File: src/rtl/i2cmb_burst_sequencer.sv
// Burst sequencer for an iicmb I2C master: expands one request into the
// SETBUS/START/ADDR/DATA/STOP command stream over a Wishbone master port.
module i2cmb_burst_sequencer #(
    parameter int WB_ADDR_WIDTH  = 2,
    parameter int WB_DATA_WIDTH  = 8,
    parameter int NUM_I2C_BUSES  = 1,
    parameter int I2C_ADDR_WIDTH = 7,
    parameter int MAX_BURST      = 64,
    parameter int TIMEOUT_CYCLES = 65535,
    localparam int LEN_W         = $clog2(MAX_BURST + 1)
) (
    input  logic                      clk_i,
    input  logic                      rst_i,
    input  logic                      req_valid_i,
    output logic                      req_ready_o,
    input  logic [3:0]                req_bus_i,
    input  logic [I2C_ADDR_WIDTH-1:0] req_addr_i,
    input  logic                      req_op_i,
    input  logic [LEN_W-1:0]          req_len_i,
    input  logic                      wdata_valid_i,
    output logic                      wdata_ready_o,
    input  logic [7:0]                wdata_i,
    output logic                      rdata_valid_o,
    output logic [7:0]                rdata_o,
    output logic                      done_o,
    output logic [2:0]                err_code_o,
    output logic                      cyc_o,
    output logic                      stb_o,
    output logic                      we_o,
    output logic [WB_ADDR_WIDTH-1:0]  adr_o,
    output logic [WB_DATA_WIDTH-1:0]  dat_o,
    input  logic [WB_DATA_WIDTH-1:0]  dat_i,
    input  logic                      ack_i,
    input  logic                      irq_i
);
    localparam int TMO_W = $clog2(TIMEOUT_CYCLES + 1);
    localparam logic [WB_ADDR_WIDTH-1:0] A_CSR  = WB_ADDR_WIDTH'(0);
    localparam logic [WB_ADDR_WIDTH-1:0] A_DPR  = WB_ADDR_WIDTH'(1);
    localparam logic [WB_ADDR_WIDTH-1:0] A_CMDR = WB_ADDR_WIDTH'(2);

    typedef enum logic [3:0] {S_INIT, S_IDLE, S_WB, S_GAP, S_CMD, S_IRQ,
                              S_DEC, S_FETCH, S_RNEXT, S_DONE} state_t;
    typedef enum logic [2:0] {P_SETBUS, P_START, P_ADDR, P_DATA, P_STOP} phase_t;

    state_t                    state_q, state_d, ret_q, ret_d;
    phase_t                    phase_q, phase_d;
    logic                      we_q, we_d, op_q, op_d, cvld_q, cvld_d, rdv_q, rdv_d;
    logic [WB_ADDR_WIDTH-1:0]  adr_q, adr_d;
    logic [WB_DATA_WIDTH-1:0]  wdat_q, wdat_d;
    logic [3:0]                stat_q, stat_d, bus_q, bus_d, cbus_q, cbus_d;
    logic [I2C_ADDR_WIDTH-1:0] addr_q, addr_d;
    logic [LEN_W-1:0]          len_q, len_d, cnt_q, cnt_d;
    logic [TMO_W-1:0]          tmo_q, tmo_d;
    logic [2:0]                res_q, res_d, err_q, err_d, cmd;
    logic [7:0]                rdata_q, rdata_d;
    logic                      last_byte;

    assign last_byte = (cnt_q == len_q - LEN_W'(1));

    always_comb begin
        case (phase_q)
            P_SETBUS: cmd = 3'b110;
            P_START:  cmd = 3'b100;
            P_ADDR:   cmd = 3'b001;
            P_DATA:   cmd = !op_q ? 3'b001 : (last_byte ? 3'b011 : 3'b010);
            default:  cmd = 3'b101;
        endcase
    end

    always_comb begin
        state_d = state_q;  ret_d  = ret_q;   phase_d = phase_q;
        we_d    = we_q;     adr_d  = adr_q;   wdat_d  = wdat_q;
        stat_d  = stat_q;   bus_d  = bus_q;   addr_d  = addr_q;
        op_d    = op_q;     len_d  = len_q;   cnt_d   = cnt_q;
        tmo_d   = tmo_q;    res_d  = res_q;   err_d   = err_q;
        cvld_d  = cvld_q;   cbus_d = cbus_q;  rdata_d = rdata_q;
        rdv_d   = 1'b0;
        case (state_q)
            S_INIT: begin
                we_d = 1'b1; adr_d = A_CSR; wdat_d = WB_DATA_WIDTH'(8'hC0);
                ret_d = S_IDLE; state_d = S_WB;
            end
            S_IDLE: if (req_valid_i) begin
                bus_d = req_bus_i; addr_d = req_addr_i; op_d = req_op_i;
                len_d = req_len_i; res_d = 3'b000;
                if (32'(req_bus_i) >= NUM_I2C_BUSES || 32'(req_len_i) > MAX_BURST) begin
                    res_d = 3'b101; state_d = S_DONE;
                end else if (cvld_q && cbus_q == req_bus_i) begin
                    phase_d = P_START; state_d = S_CMD;
                end else begin
                    phase_d = P_SETBUS; we_d = 1'b1; adr_d = A_DPR;
                    wdat_d = WB_DATA_WIDTH'(req_bus_i); ret_d = S_CMD; state_d = S_WB;
                end
            end
            S_WB: if (ack_i) begin
                stat_d = dat_i[7:4];
                if (!we_q && adr_q == A_DPR) begin
                    rdata_d = dat_i[7:0]; rdv_d = 1'b1;
                end
                state_d = S_GAP;
            end
            // Mandatory idle cycle between Wishbone accesses.
            S_GAP: state_d = ret_q;
            S_CMD: begin
                we_d = 1'b1; adr_d = A_CMDR; wdat_d = WB_DATA_WIDTH'(cmd);
                tmo_d = '0; ret_d = S_IRQ; state_d = S_WB;
            end
            S_IRQ: begin
                if (irq_i) begin
                    we_d = 1'b0; adr_d = A_CMDR; ret_d = S_DEC; state_d = S_WB;
                end else if (tmo_q == TMO_W'(TIMEOUT_CYCLES)) begin
                    res_d = 3'b100; cvld_d = 1'b0; state_d = S_DONE;
                end else begin
                    tmo_d = tmo_q + TMO_W'(1);
                end
            end
            // Status priority AL > ERR > NAK > DON; a status without DON is treated as ERR.
            S_DEC: begin
                if (stat_q[1]) begin
                    res_d = 3'b010; cvld_d = 1'b0; state_d = S_DONE;
                end else if (stat_q[0] || !stat_q[3]) begin
                    res_d = 3'b011; cvld_d = 1'b0; state_d = S_DONE;
                end else if (stat_q[2]) begin
                    res_d = 3'b001;
                    if (phase_q == P_STOP) state_d = S_DONE;
                    else begin phase_d = P_STOP; state_d = S_CMD; end
                end else begin
                    case (phase_q)
                        P_SETBUS: begin
                            cvld_d = 1'b1; cbus_d = bus_q; phase_d = P_START; state_d = S_CMD;
                        end
                        P_START: begin
                            phase_d = P_ADDR; we_d = 1'b1; adr_d = A_DPR;
                            wdat_d = WB_DATA_WIDTH'({addr_q, op_q}); ret_d = S_CMD; state_d = S_WB;
                        end
                        P_ADDR: begin
                            cnt_d = '0;
                            if (len_q == '0) begin phase_d = P_STOP; state_d = S_CMD; end
                            else begin phase_d = P_DATA; state_d = op_q ? S_CMD : S_FETCH; end
                        end
                        P_DATA: begin
                            if (op_q) begin
                                we_d = 1'b0; adr_d = A_DPR; ret_d = S_RNEXT; state_d = S_WB;
                            end else if (last_byte) begin
                                phase_d = P_STOP; state_d = S_CMD;
                            end else begin
                                cnt_d = cnt_q + LEN_W'(1); state_d = S_FETCH;
                            end
                        end
                        default: state_d = S_DONE;
                    endcase
                end
            end
            S_FETCH: if (wdata_valid_i) begin
                we_d = 1'b1; adr_d = A_DPR; wdat_d = WB_DATA_WIDTH'(wdata_i);
                ret_d = S_CMD; state_d = S_WB;
            end
            S_RNEXT: begin
                if (last_byte) phase_d = P_STOP;
                else cnt_d = cnt_q + LEN_W'(1);
                state_d = S_CMD;
            end
            default: state_d = S_IDLE;
        endcase
        if (state_d == S_DONE) err_d = res_d;
    end

    always_ff @(posedge clk_i) begin
        if (rst_i) begin
            state_q <= S_INIT; ret_q  <= S_IDLE; phase_q <= P_SETBUS;
            we_q    <= 1'b0;   adr_q  <= '0;     wdat_q  <= '0;
            stat_q  <= '0;     bus_q  <= '0;     addr_q  <= '0;
            op_q    <= 1'b0;   len_q  <= '0;     cnt_q   <= '0;
            tmo_q   <= '0;     res_q  <= '0;     err_q   <= '0;
            cvld_q  <= 1'b0;   cbus_q <= '0;     rdata_q <= '0;
            rdv_q   <= 1'b0;
        end else begin
            state_q <= state_d; ret_q  <= ret_d;  phase_q <= phase_d;
            we_q    <= we_d;    adr_q  <= adr_d;  wdat_q  <= wdat_d;
            stat_q  <= stat_d;  bus_q  <= bus_d;  addr_q  <= addr_d;
            op_q    <= op_d;    len_q  <= len_d;  cnt_q   <= cnt_d;
            tmo_q   <= tmo_d;   res_q  <= res_d;  err_q   <= err_d;
            cvld_q  <= cvld_d;  cbus_q <= cbus_d; rdata_q <= rdata_d;
            rdv_q   <= rdv_d;
        end
    end

    assign cyc_o         = (state_q == S_WB);
    assign stb_o         = (state_q == S_WB);
    assign we_o          = we_q;
    assign adr_o         = adr_q;
    assign dat_o         = wdat_q;
    assign req_ready_o   = (state_q == S_IDLE);
    assign wdata_ready_o = (state_q == S_FETCH);
    assign done_o        = (state_q == S_DONE);
    assign err_code_o    = err_q;
    assign rdata_valid_o = rdv_q;
    assign rdata_o       = rdata_q;
endmodule

File: config.mk
export PLATFORM = sky130hd
export DESIGN_NAME = i2cmb_burst_sequencer
export DESIGN_NICKNAME = d
export VERILOG_FILES = /design/src/rtl/i2cmb_burst_sequencer.sv
export SDC_FILE = /design/constraint.sdc
export NUM_CORES = 1
export LEC_CHECK = 0
export BUFFER_PORTS_ARGS = -buffer_cell sky130_fd_sc_hd__buf_4
export CORE_MARGIN = 5
export CORE_UTILIZATION = 25
export DETAILED_ROUTE_END_ITERATION = 10
export HOLD_SLACK_MARGIN = 0.06
export SKIP_LAST_GASP = 1
export SYNTH_ARGS = -nofsm -noshare
export SYNTH_HDL_FRONTEND = slang
export SYNTH_SLANG_ARGS = --single-unit
export TNS_END_PERCENT = 100
File: constraint.sdc
create_clock -name clk_i -period 3 [get_ports clk_i]
set_clock_uncertainty 0.2 [all_clocks]
set_input_delay 0.15 -clock clk_i [delete_from_list [all_inputs] [get_ports clk_i]]
set_output_delay 0.15 -clock clk_i [all_outputs]
set_load 0.01 [all_outputs]
==> impl_metrics.csv, run 1 <==
group,metric,value,unit
global_route,grt_max_degree,39,
critical_path,cp-end-kind,"flop",
clock_tree,cts_sinks,88,
clock_tree,cts_tree,"done",
detailed_routing,wl_met3,689,um
pwr,leakagePower,2.39,nW
synthesis,yosysUniqueCellTypes,69,
critical_path,cp-startpoint,"req_len_i[0]",
detailed_routing,remaining_drc_errors,0,
critical_path,critPathBufInv,3,
clock_tree,clk_latency,0.35,ns
critical_path,r2r_cells,9,
floorplan,fp.dieArea,0.0210,mm^2
timing,rsz0062_at_grt,"false",
floorplan,die_w,145,um
detailed_routing,vias,4351,
critical_path,cp.depth,10,
global_route,grt_pass1_wl,21700,um
floorplan,num_io_pins,69,
timing,fin_tns_setup,0,ns
synthesis,synthCells,564,
critical_path,crit_path_max_incr_delay,0.54,ns
detailed_routing,drtAntennaViolNets,0,
synthesis,ys_warn_count,0,
global_route,antenna_found_initial,0,
final_layout,nNetsFinal,721,
synthesis,synth_common_cells,"dfxtp_1 (88), nand2_1 (79), nor2_1 (78), a21oi_1 (44)",
timing,period_minus_slack,2.91,ns
timing,slew_headroom,62.2,%
synthesis,synth_edf_count,0,
pwr,p_clk_share,42.8,%
pwr,seqPwrFrac,44.2,%
critical_path,cp_slowest_cell,"dlygate4sd3_1",
critical_path,reg2reg_from,"len_q[0]$_SDFFE_PP0P_",
synthesis,yosys-top-cells-area,"dfxtp_1 (39%), nand2_1 (6.5%), nor2_1 (6.4%)",
pwr,irDropWorstVdd,267,uV
detailed_routing,drt-initial-drc-count,300,
critical_path,cp-start-kind,"input port",
detailed_routing,detail_route.wl_per_cell,14.5,um
global_route,grt_overflow,0,
floorplan,rows,49,
flow_run,drv_cap,0,
detailed_routing,viasPerCell,4.78,
floorplan,coreArea,0.0180,mm^2
synthesis,synthArstFlopShare,0,%
synthesis,avgSynthCellArea,8.07,um^2
critical_path,path_cells,"dlygate4sd3_1 > buf_4 > or4_1 > o31ai_1 > buf_4 > nand3_2 > a21o_1 > a211oi_2 > or4_4 > mux2_4",
timing,hold_viol,0,
final_layout,n_fill_cell,1888,
synthesis,ys.flop_type,"dfxtp_1",
final_layout,syn2layout_area_growth,34.2,%
synthesis,netlist.area_leader.share,38.7,%
timing,slew_viol_final,0,
pwr,total_power,0.00276,W
critical_path,critical-path-top-delay-family,"simple AND/OR/NAND/NOR gates",
clock_tree,numCtsBuffers,9,
synthesis,syn_nets,609,
pwr,p_sw_share,26.4,%
clock_tree,cts.clk_slew.worst_paths,0.07,ns
timing,fin_crit_sh,97.1,%
final_layout,regArea,0.00176,mm^2
global_route,grt_util_all_layers,12.5,%
critical_path,rrSetupSlack,0.26,ns
synthesis,synth.most_common_cell,"dfxtp_1",
detailed_routing,drtPass1Iterations,5,
clock_tree,clockBufferDepth,2,
floorplan,die_h,145,um
placed_design,io_buffers,68,
critical_path,reg2reg_to,"err_code_o[0]$_SDFFE_PP0N_",
global_route,grt_pass1_vias,4254,
synthesis,synth-seq-cells,88,
critical_path,crit_top_cell,"buf_4",
timing,setup_viol,0,
clock_tree,clock-root-buffer,"clkbuf_16",
synthesis,synth_area_leader_cell,"dfxtp_1",
clock_tree,h-tree-depth,3,
detailed_routing,met1_length,6490,um
timing,fmax,343,MHz
pwr,powerDensity,451,mW/mm^2
critical_path,critical_path_peak_fanout,7,
critical_path,worst_ep_required_time,3.04,ns
timing,tightest_slew,0.560,ns
final_layout,n_antenna_cell,0,
pwr,internal-power,0.00203,W
pwr,p_sw,0.000729,W
detailed_routing,highest_layer,"met4",
critical_path,critPathCapture,"err_code_o[0]$_SDFFE_PP0N_",
detailed_routing,routed_wl,13200,um
placed_design,post-dp-hpwl,9530,um
final_layout,layout-drive-gt1-share,18.9,%
synthesis,synth-seq-area-share,38.7,%
critical_path,worstPathArrival,2.96,ns
detailed_routing,met2WireLength,5800,um
floorplan,start_util,25.3,%
pwr,pwr-share-comb,13.0,%
final_layout,multi_input_area,0.00263,mm^2
min_path,hp-class,"in2reg",
placed_design,place_congestion,0.899,
outcome,status,"finished clean",
synthesis,synthesis.area,0.00455,mm^2
critical_path,crit_type,"in2reg",
-- power groups by stage --
| stage | Sequential [W] | Combinational [W] | Clock, W |
|---|---|---|---|
| floorplan | 0.00124 | 0.000177 | 0 |
| global placement | 0.00125 | 0.000318 | 0 |
| detailed placement | 0.00125 | 0.000316 | 0 |
| CTS | 0.00122 | 0.000355 | 0.00121 |
| global route | 0.00122 | 0.000390 | 0.00126 |
| finish | 0.00122 | 0.000357 | 0.00118 |
-- how the worst min path moves through the flow --
stage	start	end	slack, ns	cells after the start
6_report	wdata_i[2]	dat_o[2]$_SDFFE_PP0P_	0.11	6
3_5_place_dp	dat_i[3]	rdata_o[3]$_SDFFE_PP0P_	0.19	3
3_3_place_gp	dat_i[0]	rdata_o[0]$_SDFFE_PP0P_	0.18	3
4_1_cts	wdata_i[2]	dat_o[2]$_SDFFE_PP0P_	0.09	6
2_1_floorplan	req_addr_i[0]	addr_q[0]$_SDFFE_PP0P_	0.09	2
5_1_grt	wdata_i[1]	dat_o[1]$_SDFFE_PP0P_	0.13	5
-- worst min-delay path: cells and delay by family --
family          cells  cell delay, ns
compound gates      3            0.28
buf+inv             1            0.08
simple gates        2            0.11
-- logic make-up (layout without fill, tap and decap cells) --
kind of cell	Yosys count	count (layout)	share of synthesized area, %
AOI/OAI and AO/OA	116	116	17.2
DFF	88	88	38.7
buffers and inverters	43	160	3.79
adders and majority gates	4	4	1.10
xor gates and xnor gates	27	27	5.19
muxes	23	23	5.30
and+or+nand+nor	263	263	28.7
-- stage by stage --
step	hold slack, ns	utilization, %	cells	worst slack, ns	area (um^2)
after floorplan	0.0860	-	564	0.439	4550
after global placement	0.180	30.1	856	0.261	5410
after detailed placement	0.191	30.1	856	0.264	5410
after CTS	0.0866	33.9	910	0.105	6100
after global routing	0.133	34.0	910	0.00469	6110
final	0.107	34.0	910	0.0874	6110
-- timing repair --
item	4_1_cts	5_1_grt
hold buffers	38	0
buffers inserted	0	0
hold endpoints to repair	49	0
setup endpoints to repair	0	1
resized for setup	0	1
-- area by class of cell --
class                   count  area share (%)
clock inverters             6            1.23
well taps                 229            4.69
clock buffers              10            3.75
multi-input cells         433            43.0
repair buffers            131            17.7
flip-flops and latches     88            28.8
inverters                  13           0.799
-- registers in the layout (all words and copies together) (netlist names), 7 cells and up --
signal,flops
tmo_q,16
dat_o,8
cnt_q,7
rdata_o,8
addr_q,7
len_q,7
-- placed cells by master, fill, tap and decap left out, drive strengths merged, types with 8 or more instances in the layout --
master,n
nor3,20
dfxtp,88
o21ai,18
xnor2,20
nand4,11
mux2i,20
inv,16
or3,8
a21oi,44
nand2b,8
dlygate4sd3,38
nor2,79
nand2,79
nand3,15
clkbuf,10
nor2b,8
buf,93
-- per-layer routing --
layer,vias up,track usage [%]
met5,-,0
met4,0,4.57
met3,20,3.15
met2,127,19.0
met1,1982,17.1
li1,2222,-
(Power assumes the default switching activity.)
==> run 2: changes to the inputs <==
Settings changed: CORE_ASPECT_RATIO set to 0.5.
==> run 2 against run 1 <==
Effect of this change: utilization up 0.35 points; critical path type unchanged; clock power down 7%; critical path depth down 1; sequential share of layout area up 0.27 points; sequential cell count unchanged; die area up 0.78%; setup slack about the same; via count up 2.4%; non-clock buffer count down 7.
==> impl_metrics.csv, run 2 (synthesis results as in run 1) <==
group,metric,value,unit
global_route,grt_overflow,0,
global_route,grt_util_all_layers,12.7,%
min_path,min_path_cells,4,
final_layout,largest_register_ffs,16,
detailed_routing,vias,4456,
final_layout,n_antenna_cell,0,
critical_path,worstPathArrival,2.94,ns
clock_tree,cts_tree,"done",
pwr,p_clk_share,41.3,%
detailed_routing,drt-initial-drc-count,372,
floorplan,num_io_pins,69,
min_path,min_to,"dat_o[3]$_SDFFE_PP0P_",
placed_design,io_buffers,68,
clock_tree,clockBufferDepth,2,
pwr,pwr-share-comb,13.0,%
global_route,grt_max_degree,39,
min_path,holdCritStartpoint,"wdata_i[3]",
clock_tree,clk_latency,0.34,ns
clock_tree,cts_sinks,88,
detailed_routing,routed_wl,13400,um
timing,setup_viol,0,
pwr,internal-power,0.00201,W
final_layout,syn2layout_area_growth,32.9,%
floorplan,die_w,201,um
critical_path,path_cells,"dlygate4sd3_1 > buf_4 > or4_1 > o31ai_2 > nand3_2 > a21o_1 > a211oi_2 > or4_4 > mux2_4",
clock_tree,numCtsBuffers,9,
critical_path,reg2reg_from,"tmo_q[0]$_SDFFE_PP0P_",
pwr,powerDensity,441,mW/mm^2
critical_path,cp-end-kind,"flop",
pwr,leakagePower,2.36,nW
final_layout,top_register,"tmo_q",
timing,period_minus_slack,2.91,ns
pwr,seqPwrFrac,45.7,%
clock_tree,h-tree-depth,3,
global_route,grt_pass1_wl,22300,um
timing,fin_tns_setup,0,ns
pwr,p_sw,0.000665,W
floorplan,coreArea,0.0176,mm^2
timing,fin_crit_sh,97.1,%
outcome,status,"finished clean",
final_layout,final_cell_mix,"dfxtp_1 (88), buf_4 (88), nand2_1 (79), nor2_1 (77), a21oi_1 (44)",
critical_path,rrSetupSlack,0.19,ns
placed_design,post-dp-hpwl,9970,um
timing,tightest_slew,0.576,ns
critical_path,r2r_cells,7,
critical_path,cp_slowest_cell,"dlygate4sd3_1",
timing,hold_viol,0,
flow_run,drv_cap,0,
timing,fmax,343,MHz
pwr,irDropWorstVdd,201,uV
floorplan,rows,34,
floorplan,fp.dieArea,0.0212,mm^2
critical_path,crit_type,"in2reg",
critical_path,crit_path_max_incr_delay,0.54,ns
critical_path,worst_ep_required_time,3.03,ns
timing,slew_viol_final,0,
min_path,hp-class,"in2reg",
placed_design,place_congestion,0.901,
detailed_routing,drtAntennaViolNets,0,
clock_tree,cts.clk_slew.worst_paths,0.06,ns
critical_path,critical_path_peak_fanout,5,
pwr,p_sw_share,24.9,%
final_layout,nNetsFinal,714,
clock_tree,clock-root-buffer,"clkbuf_16",
timing,slew_headroom,61.3,%
detailed_routing,remaining_drc_errors,0,
floorplan,die_h,105,um
critical_path,cp-start-kind,"input port",
detailed_routing,viasPerCell,4.91,
detailed_routing,drtPass1Iterations,5,
critical_path,reg2reg_to,"err_code_o[0]$_SDFFE_PP0N_",
global_route,antenna_found_initial,0,
global_route,grt_pass1_vias,4241,
final_layout,layout-drive-gt1-share,18.5,%
detailed_routing,detail_route.wl_per_cell,14.8,um
pwr,total_power,0.00267,W
floorplan,start_util,25.9,%
[run 2: cell types whose count changed in the layout (fill, tap and decap cells not counted), sizes merged]
cell	before	now
clkinvlp	1	0
inv	16	13
clkinv	1	4
clkbuf	10	11
buf	93	88
dlygate4sd3	38	36
[run 2: final cells by class]
| cell class | instances | area, um^2 |
|---|---|---|
| Multi-Input combinational cell | 433 | 2640 |
| Clock buffer | 11 | 233 |
| Fill cell | 1879 | 11600 |
| Timing Repair Buffer | 124 | 1020 |
| Tap cell | 234 | 293 |
| Sequential cell | 88 | 1760 |
| Clock inverter | 5 | 57.6 |
| Inverter | 13 | 48.8 |
[run 2: metal layers]
| metal | GRT usage, % | routed length, um | vias to the layer above |
|---|---|---|---|
| met3 | 2.73 | 785 | 21 |
| met2 | 20.4 | 6030 | 130 |
| met4 | 3.78 | 232 | 0 |
| met5 | 0 | 0 | - |
| met1 | 17.3 | 6360 | 2102 |
| li1 | - | - | 2203 |
[run 2: timing repair]
action / CTS / global route
endpoints found under the hold margin: 43 / 0
setup endpoints to repair: 0 / 11
setup buffers: 0 / 1
resized for setup: 0 / 3
hold buffers: 36 / 0
[run 2: power by group through the flow]
stage                     clock network, W  registers, W  logic, W
after floorplan                          0       0.00124  0.000177
after global placement                   0       0.00124  0.000304
after detailed placement                 0       0.00125  0.000304
after CTS                          0.00113       0.00122  0.000342
after global routing               0.00118       0.00122  0.000379
final                              0.00110       0.00122  0.000347
[run 2: through the flow]
| step | cells | utilization [%] | instance area, um^2 | setup slack, ns | hold WS [ns] |
|---|---|---|---|---|---|
| 2_1_floorplan | 564 | - | 4550 | 0.439 | 0.0860 |
| 3_3_place_gp | 855 | 30.5 | 5380 | 0.225 | 0.188 |
| 3_5_place_dp | 855 | 30.5 | 5380 | 0.201 | 0.188 |
| 4_1_cts | 907 | 34.2 | 6030 | 0.0272 | 0.0738 |
| 5_1_grt | 908 | 34.4 | 6050 | -0.00563 | 0.100 |
| 6_report | 908 | 34.4 | 6050 | 0.0878 | 0.0766 |
[run 2: how the worst max path moves through the flow]
stage                                from                          to  slack (ns)  cells after the start
CTS                          req_len_i[0]  err_code_o[0]$_SDFFE_PP0N_        0.03                      9
floorplan           tmo_q[0]$_SDFFE_PP0P_  err_code_o[0]$_SDFFE_PP0N_        0.44                      7
finish                       req_len_i[0]  err_code_o[0]$_SDFFE_PP0N_        0.09                      9
detailed placement  tmo_q[0]$_SDFFE_PP0P_  err_code_o[0]$_SDFFE_PP0N_        0.20                      7
global route                 req_len_i[0]  err_code_o[0]$_SDFFE_PP0N_      -0.006                      9
global placement    tmo_q[0]$_SDFFE_PP0P_  err_code_o[2]$_SDFFE_PP0N_        0.23                      7
[run 2: critical path, delay by kind of cell]
| family | cells | cell delay (ns) |
|---|---|---|
| compound gates | 3 | 0.87 |
| buf+inv | 2 | 0.68 |
| mux | 1 | 0.29 |
| simple gates | 3 | 0.95 |
==> run 3: changes to the inputs <==
Settings changed: SKIP_CTS_REPAIR_TIMING set to 1.
Clock period 3 ns to 3.5 ns, I/O delays scaled along.
==> run 3 against run 2 <==
Effect of this change: clock power decreased by 5%; non-clock buffer count fell by 14; hold slack better by 0.012 ns.
==> impl_metrics.csv, run 3 (synthesis results as in run 1) <==
group,metric,value,unit
global_route,antenna_found_initial,0,
clock_tree,cts.clk_slew.worst_paths,0.06,ns
timing,rsz0062_at_grt,"false",
final_layout,multi_input_area,0.00262,mm^2
timing,hold_viol,0,
timing,tightest_slew,0.765,ns
floorplan,rows,34,
global_route,grt_pass1_vias,4010,
global_route,grt_overflow,0,
detailed_routing,remaining_drc_errors,0,
detailed_routing,vias,4399,
clock_tree,cts_sinks,88,
final_layout,largest_register_ffs,16,
clock_tree,cts_tree,"done",
critical_path,cp-start-kind,"input port",
final_layout,n_antenna_cell,0,
detailed_routing,drtPass1Iterations,5,
clock_tree,clockBufferDepth,2,
floorplan,die_w,201,um
floorplan,coreArea,0.0176,mm^2
outcome,status,"finished clean",
final_layout,n_fill_cell,1864,
timing,fin_ws,0.360,ns
final_layout,top_register,"tmo_q",
final_layout,nNetsFinal,700,
clock_tree,numCtsBuffers,9,
placed_design,post-dp-hpwl,10000,um
placed_design,place_congestion,0.918,
final_layout,layout-drive-gt1-share,17.6,%
clock_tree,clk_latency,0.34,ns
timing,fin_crit_sh,89.7,%
global_route,grt_util_all_layers,12.5,%
critical_path,critical_path_peak_fanout,7,
min_path,hp-class,"in2reg",
detailed_routing,drt-initial-drc-count,397,
timing,fmax,318,MHz
critical_path,worst_ep_required_time,3.53,ns
floorplan,fp.dieArea,0.0212,mm^2
critical_path,crit_type,"in2reg",
critical_path,reg2reg_to,"err_code_o[2]$_SDFFE_PP0N_",
final_layout,final_common_cell,"dfxtp_1",
timing,period_minus_slack,3.14,ns
placed_design,io_buffers,68,
final_layout,stdcell_count,894,
critical_path,r2r_cells,8,
critical_path,reg2reg_from,"state_q[0]$_SDFF_PP0_",
clock_tree,clock-root-buffer,"clkbuf_16",
pwr,powerDensity,400,mW/mm^2
floorplan,die_h,105,um
critical_path,critPathCapture,"err_code_o[2]$_SDFFE_PP0N_",
timing,setup_viol,0,
critical_path,cp-end-kind,"flop",
critical_path,rrSetupSlack,0.46,ns
critical_path,worstPathArrival,3.17,ns
global_route,grt_pass1_wl,21800,um
timing,fin_tns_setup,0,ns
global_route,grt_max_degree,38,
floorplan,num_io_pins,69,
placed_design,dp_cells,847,
flow_run,drv_cap,0,
timing,slew_viol_final,0,
pwr,irDropWorstVdd,203,uV
final_layout,syn2layout_area_growth,30.6,%
detailed_routing,viasPerCell,4.92,
detailed_routing,drtAntennaViolNets,0,
final_layout,final_cell_mix,"dfxtp_1 (88), nand2_1 (79), buf_4 (79), nor2_1 (78), a21oi_1 (44)",
floorplan,start_util,25.9,%
final_layout,regArea,0.00176,mm^2
pwr,leakagePower,2.29,nW
placed_design,dp_slack,0.551,ns
detailed_routing,routed_wl,13700,um
clock_tree,h-tree-depth,3,
detailed_routing,detail_route.wl_per_cell,15.4,um
critical_path,cp-startpoint,"req_len_i[0]",
timing,slew_headroom,48.9,%
-- run 3: changes by cell type in the layout (fill, tap and decap cells not counted), sizes merged --
cell / change
buf: -9
bufinv: +1
clkbuf: -2
clkinv: -1
clkinvlp: +1
dlygate4sd3: -5
inv: +1
-- run 3: layout make-up --
cell class / instances / area share [%]
clock buffers: 9 / 3.79
clock inverters: 7 / 1.60
repair buffers: 110 / 15.2
multi-input cells: 433 / 44.0
flip-flops and latches: 88 / 29.6
inverters: 13 / 0.821
well taps: 234 / 4.92
-- run 3: worst min-delay path by stage --
stage	to	from	depth (start not counted)	slack [ns]
6_report	dat_o[3]$_SDFFE_PP0P_	wdata_i[3]	4	0.09
2_1_floorplan	addr_q[0]$_SDFFE_PP0P_	req_addr_i[0]	2	0.11
5_1_grt	dat_o[3]$_SDFFE_PP0P_	wdata_i[3]	4	0.11
3_3_place_gp	rdata_o[3]$_SDFFE_PP0P_	dat_i[3]	3	0.21
3_5_place_dp	rdata_o[2]$_SDFFE_PP0P_	dat_i[2]	3	0.22
4_1_cts	rdata_o[2]$_SDFFE_PP0P_	dat_i[2]	3	-0.14
-- run 3: critical path, stage by stage --
cell,delay (ns)
dlygate4sd3_1,0.56
buf_4,0.15
or4_1,0.53
o31ai_1,0.39
nand3_2,0.25
a21o_1,0.28
a211oi_2,0.32
or4_4,0.22
mux2_4,0.29
-- run 3: metal layers --
metal  vias up  global-route usage, %  wire, um  share of wire [%]
met4         0                   3.88       313                2.3
met5         -                      0         0                  0
li1       2179                      -         -                  -
met2       137                   19.1      6080                 44
met1      2050                   17.7      6490                 47
met3        33                   2.52       837                6.1
-- run 3: report_power, final --
part	switching [W]	internal (W)	total, W	leakage [nW]
Clock	0.000415	0.000627	0.00104	0.156
Combinational	0.000154	0.000132	0.000285	1.43
Sequential	0.0000289	0.00102	0.00105	0.712
Total	0.000598	0.00178	0.00238	2.29
-- run 3: through the flow --
stage	hold slack, ns	util (%)	total power [W]	area, um^2
5_1_grt	0.107	33.8	0.00247	5950
6_report	0.0888	33.8	0.00238	5950
3_5_place_dp	0.217	30.2	0.00133	5320
3_3_place_gp	0.212	30.2	0.00133	5320
4_1_cts	-0.141	32.0	0.00237	5640
2_1_floorplan	0.111	-	0.00121	4550
